`src/rtl/mem_arbiter.sv`:
```
// mem_arbiter: shares one single-port, synchronous-read memory between two
// masters. One command is latched at a time, driven onto the bus for a single
// ACCESS cycle, and read data is returned to its owner with a valid pulse.
module mem_arbiter #(
   parameter int unsigned PRIORITY = 0,
   parameter int unsigned AW       = 32,
   parameter int unsigned DW       = 32
) (
   input  logic          clk,
   input  logic          reset,
   input  logic          m0_req,
   input  logic          m1_req,
   input  logic          m0_we,
   input  logic          m1_we,
   input  logic [AW-1:0] m0_addr,
   input  logic [AW-1:0] m1_addr,
   input  logic [DW-1:0] m0_wdata,
   input  logic [DW-1:0] m1_wdata,
   output logic          m0_gnt,
   output logic          m1_gnt,
   output logic          m0_rvalid,
   output logic          m1_rvalid,
   output logic [DW-1:0] m0_rdata,
   output logic [DW-1:0] m1_rdata,
   output logic          mem_we,
   output logic [AW-1:0] mem_address,
   output logic [DW-1:0] mem_data_out,
   input  logic [DW-1:0] mem_data_in,
   output logic          busy
);

   typedef enum logic [1:0] {
      IDLE   = 2'd0,
      ACCESS = 2'd1,
      RESP   = 2'd2
   } state_t;

   state_t        state_q;
   logic          owner_q;
   logic          last_owner_q;
   logic          cmd_we_q;
   logic [AW-1:0] cmd_addr_q;
   logic [DW-1:0] cmd_wdata_q;
   logic          m0_gnt_q;
   logic          m1_gnt_q;
   logic          m0_rvalid_q;
   logic          m1_rvalid_q;
   logic [DW-1:0] m0_rdata_q;
   logic [DW-1:0] m1_rdata_q;
   logic          mem_we_q;
   logic          busy_q;

   logic          arb_m1;
   logic          sel_we;
   logic [AW-1:0] sel_addr;
   logic [DW-1:0] sel_wdata;

   // Pick the winner among current requesters and mux its command.
   always_comb begin
      arb_m1 = 1'b0;
      if (m0_req && m1_req) begin
         // Round-robin hands a tie to the master not granted last.
         arb_m1 = (PRIORITY == 32'd0) ? ~last_owner_q : 1'b0;
      end else begin
         arb_m1 = m1_req;
      end
      sel_we    = arb_m1 ? m1_we    : m0_we;
      sel_addr  = arb_m1 ? m1_addr  : m0_addr;
      sel_wdata = arb_m1 ? m1_wdata : m0_wdata;
   end

   // Arbiter FSM with all outputs registered.
   always_ff @(posedge clk) begin
      if (reset) begin
         state_q      <= IDLE;
         owner_q      <= 1'b0;
         last_owner_q <= 1'b1;
         cmd_we_q     <= 1'b0;
         cmd_addr_q   <= '0;
         cmd_wdata_q  <= '0;
         m0_gnt_q     <= 1'b0;
         m1_gnt_q     <= 1'b0;
         m0_rvalid_q  <= 1'b0;
         m1_rvalid_q  <= 1'b0;
         m0_rdata_q   <= '0;
         m1_rdata_q   <= '0;
         mem_we_q     <= 1'b0;
         busy_q       <= 1'b0;
      end else begin
         // Pulses last one cycle unless re-asserted below.
         m0_gnt_q    <= 1'b0;
         m1_gnt_q    <= 1'b0;
         m0_rvalid_q <= 1'b0;
         m1_rvalid_q <= 1'b0;
         mem_we_q    <= 1'b0;
         case (state_q)
            IDLE: begin
               if (m0_req || m1_req) begin
                  owner_q      <= arb_m1;
                  last_owner_q <= arb_m1;
                  cmd_we_q     <= sel_we;
                  cmd_addr_q   <= sel_addr;
                  cmd_wdata_q  <= sel_wdata;
                  mem_we_q     <= sel_we;
                  m0_gnt_q     <= ~arb_m1;
                  m1_gnt_q     <= arb_m1;
                  busy_q       <= 1'b1;
                  state_q      <= ACCESS;
               end
            end
            ACCESS: begin
               if (cmd_we_q) begin
                  busy_q  <= 1'b0;
                  state_q <= IDLE;
               end else begin
                  state_q <= RESP;
               end
            end
            RESP: begin
               // Memory data for the ACCESS-cycle address is valid now.
               if (owner_q) begin
                  m1_rdata_q  <= mem_data_in;
                  m1_rvalid_q <= 1'b1;
               end else begin
                  m0_rdata_q  <= mem_data_in;
                  m0_rvalid_q <= 1'b1;
               end
               busy_q  <= 1'b0;
               state_q <= IDLE;
            end
            default: begin
               busy_q  <= 1'b0;
               state_q <= IDLE;
            end
         endcase
      end
   end

   // Bus address/data hold the last latched command outside ACCESS.
   assign mem_address  = cmd_addr_q;
   assign mem_data_out = cmd_wdata_q;
   assign mem_we       = mem_we_q;
   assign m0_gnt       = m0_gnt_q;
   assign m1_gnt       = m1_gnt_q;
   assign m0_rvalid    = m0_rvalid_q;
   assign m1_rvalid    = m1_rvalid_q;
   assign m0_rdata     = m0_rdata_q;
   assign m1_rdata     = m1_rdata_q;
   assign busy         = busy_q;

endmodule
```
`config.mk`:
```
export PLATFORM = sky130hd
export DESIGN_NAME = mem_arbiter
export DESIGN_NICKNAME = d
export VERILOG_FILES = /design/src/rtl/mem_arbiter.sv
export SDC_FILE = /design/constraint.sdc
export NUM_CORES = 1
export LEC_CHECK = 0
export CORE_MARGIN = 2
export CORE_UTILIZATION = 42
export CTS_CLUSTER_SIZE = 8
export DETAILED_ROUTE_END_ITERATION = 6
export PLACE_DENSITY = 0.95
export SYNTH_ARGS = -nofsm -noshare
export SYNTH_HDL_FRONTEND = slang
export SYNTH_SLANG_ARGS = --single-unit
```
`constraint.sdc`:
```
create_clock -name clk -period 3.8 [get_ports clk]
set_input_delay 0.57 -clock clk [delete_from_list [all_inputs] [get_ports clk]]
set_output_delay 0.57 -clock clk [all_outputs]
set_load 0.005 [all_outputs]
```
## After elaboration in Yosys (flattened, before gate mapping)

Cells that the tools add are included.
W data, S select, Z words.

- Register bits after elaboration: 139
- Input bits: 166
- Logic and storage cells: 45

- Equal/unequal tests: 4
- Multiplexer cells: 12
- Bitwise logic cells: 6
- Reductions and logical operators: 9

Operators with widths:

| kind | count |
|---|---|
| $mux W32 | 2 |
| $reduce_and A2 Y1 | 4 |
| $mux W1 | 6 |
| $not A1 Y1 | 6 |
| $mux W2 | 2 |
| $ne A2 B2 Y1 const B | 2 |
| $pmux W2 S2 | 1 |
| $reduce_or A3 Y1 | 1 |
| $eq A2 B1 Y1 const B | 1 |
| $eq A2 B2 Y1 const B | 1 |
| $logic_not A2 Y1 | 1 |
| $pmux W1 S2 | 1 |
| $reduce_or A2 Y1 | 1 |
| $logic_and A1 B1 Y1 | 1 |
| $logic_or A1 B1 Y1 | 1 |

## Depth between registers and ports, before layout

- Word-level depth: 3
- Depth in mapped cells: 6
- Gate-level depth less buffers: 3

## Least setup slack after synthesis

No wires, ideal clock.

- Kind: in2reg
- Start point: in m1_req
- End point: reg cmd_addr_q[2], in the netlist mem_address[2]
- Setup time: 133 ps
- Arrival: 1,372 ps
- Required time: 3,667 ps
- Path slack: 2,295 ps
- Stages on the path: 5
- Path through: or2_2 -> buf_4 -> buf_2 -> a21oi_1 -> a311oi_1

- Word-level cells in the longest chain between the ends: 3
- Elaborated cells on any way between the ends: 5
- Those cells by class: mux (2); reduce/logical (3)

RTL lines:

| element | RTL line | text |
|---|---|---|
| start: declaration | 12 | `input logic m1_req,` |
| $logic_and A1 B1 Y1 | 61 | `if (m0_req && m1_req) begin` |
| $mux W1 | 61 |  |
| $mux W32 | 68 | `sel_addr = arb_m1 ? m1_addr : m0_addr;` |
| end signal: assignment | 102 | `cmd_addr_q <= sel_addr;` |
| end: declaration | 42 | `logic [AW-1:0] cmd_addr_q;` |

Parallel ways exist; a longest one is shown, timed or not.
A chain may end at the register's enable or synchronous reset.

## Final worst setup path

- Start point: in m0_req
- End point: reg cmd_addr_q[27], in the netlist mem_address[27]

- Word-level cells in the longest chain between the ends: 3
- Elaborated cells on any way between the ends: 5
- Those cells by class: mux (2); reduce/logical (3)

RTL lines:

| element | RTL line | text |
|---|---|---|
| start: declaration | 11 | `input logic m0_req,` |
| $logic_and A1 B1 Y1 | 61 |  |
| $mux W1 | 61 |  |
| $mux W32 | 68 |  |

Parallel ways exist; a longest one is shown, timed or not.

==> flow_summary.ini <==
[floorplanning]
die_w_um = 118
core_um2 = 12700
dieArea_um2 = 14000
start_util_pct = 43.2
rows = 41
num_io_pins = 300
die_h_um = 118

[drt]
drc = 0
routedWlPerCell_um = 17.1
routed.top_layer = met4
wl_met3_mm = 1.59
detailedRoute.firstIterationViolations = 462
met2WireLength_mm = 9.85
first_pass_iters = 5
route.vias.total = 6118
drtAntennaViolNets = 0
vias_per_cell = 5.42
wirelength_mm = 19.3
met1_length_mm = 6.98

[pwr]
power.density_nw_per_um2 = 445
vdd_ir_drop_max_mv = 0.276
leakagePower_nw = 3.25

[placement]
dpl.hpwl_mm = 13.5
dp_slack_ns = 1.13
placed_area_um2 = 8470
port_buffers = 299
gp_congestion = 0.854

[critical_path]
rr_startpoint = state_q[1]
reg2reg_setup_slack_ns = 1.70
arrival_ns = 2.55
cp-end-kind = flop
critical_path_peak_fanout = 53
r2r_cells = 4
startpoint_type = input pin
required_ns = 4.11
r2r-end = mem_address[27]
crit_type = in2reg

[logic_synthesis]
synth_cell_type_count = 29
ys_warn_count = 0
synth_top_area_share_pct = 50.6
yosys.area_share.adder_pct = 0
yosysTopAreaCell = dfxtp_1
synth.net_count = 847
ys_seq_area_share_pct = 50.6
yosys_register_bits = 139
synth_area_leaders = dfxtp_1 (51%), nand2_1 (18%), a21oi_1 (12%)
syn_inst = 681
syn_avg_cell_area_um2 = 8.07
synth_compound_gate_area_share_pct = 23.2
synth.cell_area_um2 = 5500
synthMuxAreaShare_pct = 0
synth-simple-area-share_pct = 20.2
synth_xor_area_share_pct = 0
synth_top_family_by_area = compound AO/OA/AOI/OAI gates

[grt]
antenna_found_initial = 0
grt_pass1_vias = 6011
overflow = 0
grt_max_degree = 71
grt_pass1_wl_mm = 30.6
grt.total_usage_pct = 27.2

[sta]
period_minus_slack_ns = 2.25
fin_skew_ns = 0.0104
relSlewSlack_pct = 19.2
tightest_slew_ns = 1.21
drv_slew = 0
fmax_mhz = 445
whs_ns = 0.453
setup_ws_ns = 1.55
rsz0062_at_grt = false
finalSetupViolations = 0
period_share_pct = 59.1
finalHoldViolations = 0
tns_ns = 0

[clock_network]
post-cts-setup-buffer-count = 0
cts_buffers = 17
cts_tree = yes
cts_sinks = 139
cts_resized = 0
clockBufferDepth = 2
ctsRootBufferMaster = clkbuf_16
path_clk_slew_ns = 0.06
holdBufCountCts = 0
clk_latency_ns = 0.41
cts_max_level = 4

[cells_and_area]
seq_area_um2 = 2780
final_core_util_pct = 71.3
drive_gt1_share_pct = 5.12
final_common_cell = clkdlybuf4s50_1
diodes = 0
fill_cells = 896
syn2layout_area_growth_pct = 65.0
final_nets = 1110
multiInputGateArea_um2 = 2410
final_area_um2 = 9070
layout_common_cells = clkdlybuf4s50_1 (298), nand2_1 (258), dfxtp_1 (139)

[job]
cap_violations = 0

[worst_hold_path]
holdPathStages = 2
min_from = m1_rdata[11]
hold_class = reg2reg
min_to = m1_rdata[11]

[run_status]
status = finished, final reports clean
-- critical path, stage by stage --
cell and delay, ns:
clkdlybuf4s50_1 0.60, or2_2 0.34, buf_4 0.53, a21oi_1 0.17
a311oi_1 0.31
-- layout make-up --
| class | instances | area share [%] |
|---|---|---|
| Tap cell | 172 | 2.37 |
| Clock buffer | 20 | 5.04 |
| Clock inverter | 12 | 1.52 |
| Sequential cell | 139 | 30.7 |
| Timing Repair Buffer | 309 | 33.8 |
| Multi-Input combinational cell | 477 | 26.6 |
-- logic make-up (layout without fill, tap and decap cells) --
family,after synthesis,in the layout
simple gates,275,275
buf+inv,65,341
flops,139,139
compound gates,202,202
-- how the worst max path moves through the flow --
stage / start / slack, ns / end
finish: m0_req / 1.55 / mem_address[27]
global route: m0_req / 1.36 / mem_data_out[26]
CTS: m0_req / 1.57 / mem_address[27]
floorplan: m1_req / 2.29 / mem_address[2]
global placement: m0_req / 1.27 / mem_address[20]
detailed placement: m0_req / 1.13 / mem_address[27]
-- flip-flops by register name, indices dropped and copies added (netlist names) --
signal,count
m0_rdata,32
m1_rdata,32
mem_address,32
mem_data_out,32
state_q,2
busy,1
cmd_we_q,1
last_owner_q,1
m0_gnt,1
m0_rvalid,1
m1_gnt,1
m1_rvalid,1
mem_we,1
owner_q,1
-- power breakdown --
group          switching, mW  internal, mW  total [mW]
sequential            0.0638          1.57        1.63
combinational          0.333         0.426       0.759
clock                  0.643          1.01        1.65
-- cell usage after synthesis, drive strengths merged --
| library cell | n |
|---|---|
| dfxtp | 139 |
| o21ai | 1 |
| a22o | 1 |
| nand2b | 1 |
| or2 | 2 |
| buf | 42 |
| or3b | 1 |
| nand2 | 258 |
| a221o | 2 |
| nor4b | 2 |
| a311oi | 64 |
| nor2 | 5 |
| a2111oi | 1 |
| nor2b | 1 |
| nand3b | 1 |
| nor3b | 1 |
| nor3 | 2 |
| clkbuf | 23 |
| a21oi | 131 |
| a21boi | 1 |
| and3b | 1 |
| a21bo | 1 |
-- routing by layer --
layer / vias up / GRT usage [%]
met3: 52 / 8.06
met2: 329 / 47.3
met1: 2856 / 29.3
met4: 0 / 15.1
li1: 2881 / -
met5: - / 0
-- metrics by stage --
stage	std cells	total power, mW
global route	1129	4.19
global placement	1097	2.39
finish	1129	4.04
CTS	1129	4.06
floorplan	681	1.96
detailed placement	1097	2.41
No activity file was read; power rests on OpenSTA's default activity.
